$ cat src/rtl/watch_adjust_cu.sv
// watch_adjust_cu: turns debounced mode/up/down levels into field selects and up/down pulses
//   clk, rst                       clock, asynchronous active-high reset
//   i_btn_mode/i_btn_up/i_btn_down debounced button levels
//   o_sec/o_min/o_hour             one-hot field select (all 0 in RUN)
//   o_updown                       10 = up pulse, 01 = down pulse, 00 = none
//   o_edit                         high in any SET state
//   o_blink                        blink phase for the selected digits, 0 in RUN
module watch_adjust_cu #(
  parameter int REPEAT_DELAY = 50_000_000,
  parameter int REPEAT_RATE  = 10_000_000,
  parameter int TIMEOUT      = 1_000_000_000,
  parameter int BLINK_HALF   = 25_000_000
) (
  input  logic       clk,
  input  logic       rst,
  input  logic       i_btn_mode,
  input  logic       i_btn_up,
  input  logic       i_btn_down,
  output logic       o_sec,
  output logic       o_min,
  output logic       o_hour,
  output logic [1:0] o_updown,
  output logic       o_edit,
  output logic       o_blink
);
  typedef enum logic [1:0] {RUN, SET_SEC, SET_MIN, SET_HOUR} state_t;
  localparam int RW = $clog2(REPEAT_DELAY > REPEAT_RATE ? REPEAT_DELAY : REPEAT_RATE);
  localparam int TW = $clog2(TIMEOUT);
  localparam int BW = $clog2(BLINK_HALF);
  localparam logic [RW-1:0] DLY_END = RW'(REPEAT_DELAY - 1);
  localparam logic [RW-1:0] RATE_END = RW'(REPEAT_RATE - 1);
  localparam logic [TW-1:0] TO_END = TW'(TIMEOUT - 1);
  localparam logic [BW-1:0] BLINK_END = BW'(BLINK_HALF - 1);
  state_t state, nxt;
  logic prev_mode, prev_up, prev_down;
  logic rep_active, rep_first, rep_dir, blocked;
  logic [RW-1:0] rep_cnt;
  logic [TW-1:0] to_cnt;
  logic [BW-1:0] blink_cnt;
  logic mode_rise, any_rise, in_set, keep, fresh, rep_hit, fire, to_hit, entering, blink_hit;
  // keep: a single up/down is held in a SET state and may generate pulses.
  // blocked: a button held across a mode step must be released before it acts again.
  always_comb begin
    mode_rise = i_btn_mode & ~prev_mode;
    any_rise = mode_rise | (i_btn_up & ~prev_up) | (i_btn_down & ~prev_down);
    in_set = state != RUN;
    keep = in_set & ~mode_rise & ~blocked & (i_btn_up ^ i_btn_down);
    fresh = ~rep_active | (rep_dir != i_btn_up);
    rep_hit = rep_cnt == (rep_first ? DLY_END : RATE_END);
    fire = keep & (fresh | rep_hit);
    to_hit = in_set & ~any_rise & ~fire & (to_cnt == TO_END);
    nxt = !in_set ? (mode_rise ? SET_SEC : RUN) :
          mode_rise ? (state == SET_HOUR ? RUN : state_t'(state + 2'd1)) :
          to_hit ? RUN : state;
    entering = (nxt != RUN) && (nxt != state);
    blink_hit = blink_cnt == BLINK_END;
  end
  always_ff @(posedge clk or posedge rst)
    if (rst) begin
      state <= RUN;
      prev_mode <= 1'b0;
      prev_up <= 1'b0;
      prev_down <= 1'b0;
      rep_active <= 1'b0;
      rep_first <= 1'b0;
      rep_dir <= 1'b0;
      blocked <= 1'b0;
      rep_cnt <= '0;
      to_cnt <= '0;
      blink_cnt <= '0;
      o_sec <= 1'b0;
      o_min <= 1'b0;
      o_hour <= 1'b0;
      o_updown <= 2'b00;
      o_edit <= 1'b0;
      o_blink <= 1'b0;
    end else begin
      prev_mode <= i_btn_mode;
      prev_up <= i_btn_up;
      prev_down <= i_btn_down;
      state <= nxt;
      o_sec <= nxt == SET_SEC;
      o_min <= nxt == SET_MIN;
      o_hour <= nxt == SET_HOUR;
      o_edit <= nxt != RUN;
      o_updown <= fire ? {i_btn_up, i_btn_down} : 2'b00;
      blocked <= (~in_set | mode_rise | blocked) & (i_btn_up | i_btn_down);
      rep_active <= keep;
      rep_dir <= i_btn_up;
      rep_first <= fresh | (rep_first & ~rep_hit);
      rep_cnt <= (~keep | fire) ? '0 : rep_cnt + 1'b1;
      to_cnt <= (~in_set | any_rise | fire | to_hit) ? '0 : to_cnt + 1'b1;
      blink_cnt <= (nxt == RUN || entering || blink_hit) ? '0 : blink_cnt + 1'b1;
      o_blink <= nxt == RUN ? 1'b0 : entering ? 1'b1 : o_blink ^ blink_hit;
    end
endmodule

$ cat config.mk
export PLATFORM = sky130hd
export DESIGN_NAME = watch_adjust_cu
export DESIGN_NICKNAME = d
export VERILOG_FILES = /design/src/rtl/watch_adjust_cu.sv
export SDC_FILE = /design/constraint.sdc
export NUM_CORES = 1
export LEC_CHECK = 0
export ABC_AREA = 1
export BUFFER_PORTS_ARGS = -buffer_cell sky130_fd_sc_hd__buf_2
export CORE_MARGIN = 2
export CORE_UTILIZATION = 55
export CTS_BUF_LIST = sky130_fd_sc_hd__clkbuf_8
export CTS_CLUSTER_SIZE = 25
export DETAILED_ROUTE_END_ITERATION = 6
export PLACE_DENSITY = 0.76
export REMOVE_ABC_BUFFERS = 1
export SYNTH_ARGS = -nofsm -noshare
export SYNTH_HDL_FRONTEND = slang
export SYNTH_SLANG_ARGS = --single-unit
export TNS_END_PERCENT = 5
$ cat constraint.sdc
create_clock -name clk -period 8.3 [get_ports clk]
set_input_delay 1.245 -clock clk [delete_from_list [all_inputs] [get_ports clk]]
set_output_delay 1.245 -clock clk [all_outputs]
set_load 0.1 [all_outputs]
==> results.cfg <==
[floorplan]
die_w_um = 102
io_pins = 12
dieArea_mm2 = 0.0103
core_mm2 = 0.00924
rows = 35
start_util_pct = 56.6
dieHeight_um = 102

[global_route]
grt_usage_pct = 23.3
grt_pass1_vias = 4260
grt_max_degree = 80
antenna_found_initial = 0
grt_first_pass_wirelength_um = 19100
overflow = 0

[yosys]
synth_top_area_share_pct = 45.9
avgSynthCellArea_um2 = 8.13
synth_compound_area_share_pct = 4.74
synth_top_family_by_area = simple AND/OR/NAND/NOR gates
synthArstFlopShare_pct = 100
postSynthCellCount = 643
synth-edff-count = 0
synth_fa_ha_area_share_pct = 1.68
seq_area_frac_synth_pct = 45.9
synth_area_leaders = dfrtp_1 (46%), nand2_1 (8.5%), nor2_1 (6.7%)
syn_area_mm2 = 0.00523
netlist-cell-type-count = 31
synthMuxAreaShare_pct = 0
synth_ff_type = dfrtp_1
yosys.area_share.xor_xnor_pct = 5.36
synth_top_area_cell = dfrtp_1
ys_ff_latch = 96
yosysWarnings = 0
synth_simple_gate_area_share_pct = 34.9

[routing]
drtIter0Drc = 234
ant_nets = 0
drtPass1Iterations = 4
drc_errors = 0
viasPerCell = 5.31
vias = 4202
wl_per_cell_um = 13.6
wirelength_um = 10700

[worst_hold_path]
hold_path_end = rep_cnt[0]$_DFF_PP0_
hold_path.class = flip-flop to flip-flop
hold_start = rep_cnt[0]$_DFF_PP0_
hold-path-cell-count = 1

[critical_path]
reg2reg_to = blink_cnt[2]$_DFF_PP0_
crit_arrival_ps = 3100
cp_cell_sequence = buf_2 -> inv_1 -> ha_1 -> nand4_1 -> inv_1 -> nand2_2 -> nand3_1 -> nand2_1 -> nand2_2 -> nand2_1 -> nand2_1 -> nand2_2 -> nor3_1
critical-path-top-delay-family = simple AND/OR/NAND/NOR gates
end_kind = flip-flop
critPathBufInv = 3
rr_startpoint = to_cnt[0]$_DFF_PP0_
cp_max_fo = 25
reg2reg_depth = 12
crit_path_max_incr_delay_ps = 400
critPathLaunchType = input port
crit_type = input port to flip-flop
required_ps = 8570
ff2ff_setup_slack_ps = 5700
cp_slowest_cell = nand2_2

[final_layout]
fin_util_pct = 61.1
drive_gt1_share_pct = 12.4
diodes = 0
nets = 670
areaGrowthSynthToFinish_pct = 7.97

[placement]
hpwl_um = 7650
gp_congestion = 0.904
portBuffers = 11

[timing]
max_clock_freq_mhz = 353
setup_viol = 0
tightest_slew_ps = 980
timing_max_transition_violations_final = 0
finalSetupTns_ps = 0
min_period_ps = 2830
timing.final.crit_share_pct = 34.1
slew-limit-headroom_pct = 34.7
hold_violations = 0
fin_skew_ps = 14.7
rsz0062_at_grt = false

[clock_tree]
cts-htree-levels = 3
cts_tree = yes
post_cts_buffers = 0
cts_sinks = 96
clk_pin_slew_worst_paths_ps = 100
cts_buffers = 9
cts-hold-fix-buffers = 0
worst_skew_pair.late_latency_ps = 360
cts_resized = 0
cts.path.max_buffers = 2
cts-root-buf = clkbuf_8

[pwr]
power_leakage_nw = 2.33
ir_drop_uv = 87.8
powerDensity_mw_per_mm2 = 168

[run]
cap_violations = 0

[status]
status = complete, no violations
-- cells by family after synthesis --
family | after synthesis
buffers and inverters | 95
DFF | 96
xor gates and xnor gates | 32
adders and majority gates | 7
and+or+nand+nor | 367
AOI/OAI and AO/OA | 46
-- how the worst max path moves through the flow --
stage                         from                      to  slack [ps]  depth (start not counted)
after floorplan                rst  blink_cnt[0]$_DFF_PP0_        4550                          1
after global placement    i_btn_up   rep_cnt[22]$_DFF_PP0_        5170                          9
after detailed placement  i_btn_up  blink_cnt[2]$_DFF_PP0_        5060                         13
after CTS                 i_btn_up  blink_cnt[2]$_DFF_PP0_        5480                         13
after global routing      i_btn_up   rep_cnt[17]$_DFF_PP0_        5260                          8
final                     i_btn_up  blink_cnt[2]$_DFF_PP0_        5470                         13
-- state kept, by name (all words and copies together), names as in the netlist --
| name | count |
|---|---|
| blink_cnt | 25 |
| blocked | 1 |
| o_blink | 1 |
| o_edit | 1 |
| o_hour | 1 |
| o_min | 1 |
| o_sec | 1 |
| o_updown | 2 |
| prev_down | 1 |
| prev_mode | 1 |
| rep_active | 1 |
| rep_cnt | 26 |
| rep_dir | 1 |
| rep_first | 1 |
| state | 2 |
| to_cnt | 30 |
-- per-layer routing --
layer | track usage (%) | vias to the layer above | wire length (µm) | share of wire (%)
li1 | - | 2109 | - | -
met1 | 30.9 | 1998 | 5020 | 47
met2 | 38.7 | 78 | 5210 | 49
met3 | 3.31 | 17 | 332 | 3.1
met4 | 9.46 | 0 | 181 | 1.7
met5 | 0 | - | 0 | 0
-- stage by stage --
stage                     total power [W]  hold slack, ps  std cells  cell area (µm²)  setup WS, ps
final                            0.000951             495        792             5650          5470
after global routing             0.000987             512        792             5650          5260
after floorplan                  0.000559             453        635             5170          4550
after CTS                        0.000961             496        792             5650          5480
after global placement           0.000578             470        776             5400          5170
after detailed placement         0.000581             477        776             5400          5060
-- synthesized netlist by cell type (all sizes together) (16+ instances only) --
master and instances:
nor4 16, nor2 107, nand3 33, nand2 128, inv 87, nand4 22, nor3 54, xor2 25
o21ai 18, dfrtp 96, a21oi 19
-- cells in the final DEF, fill, tap and decap left out, types with 3 or more instances in the layout --
master	instances
bufinv_16	3
a31oi_1	4
ha_1	7
nand2_1	118
dfrtp_1	96
nand3_1	30
xor2_1	25
a21oi_1	19
xnor2_1	7
nand2_2	8
nor2_4	5
nor3_2	22
inv_2	5
clkbuf_8	9
nor4_1	16
nor2_1	94
nor2_2	8
buf_2	11
nor3b_1	5
nand4_1	22
nand3_2	3
inv_1	81
nor3_1	32
o21ai_0	16
-- where the power goes --
part	switching, W	leakage (nW)	internal, W
registers	0.00000595	1.32	0.000475
logic	0.0000761	0.887	0.0000141
clock network	0.000175	0.122	0.000204
-- area by class of cell --
type,count,area (µm²)
clock buffers,9,124
clock inverters,7,126
fillers,812,3590
inverters,87,329
multi-input cells,452,2440
flip-flops and latches,96,2400
well taps,129,161
repair buffers,12,62.6
(Power assumes the default switching activity.)
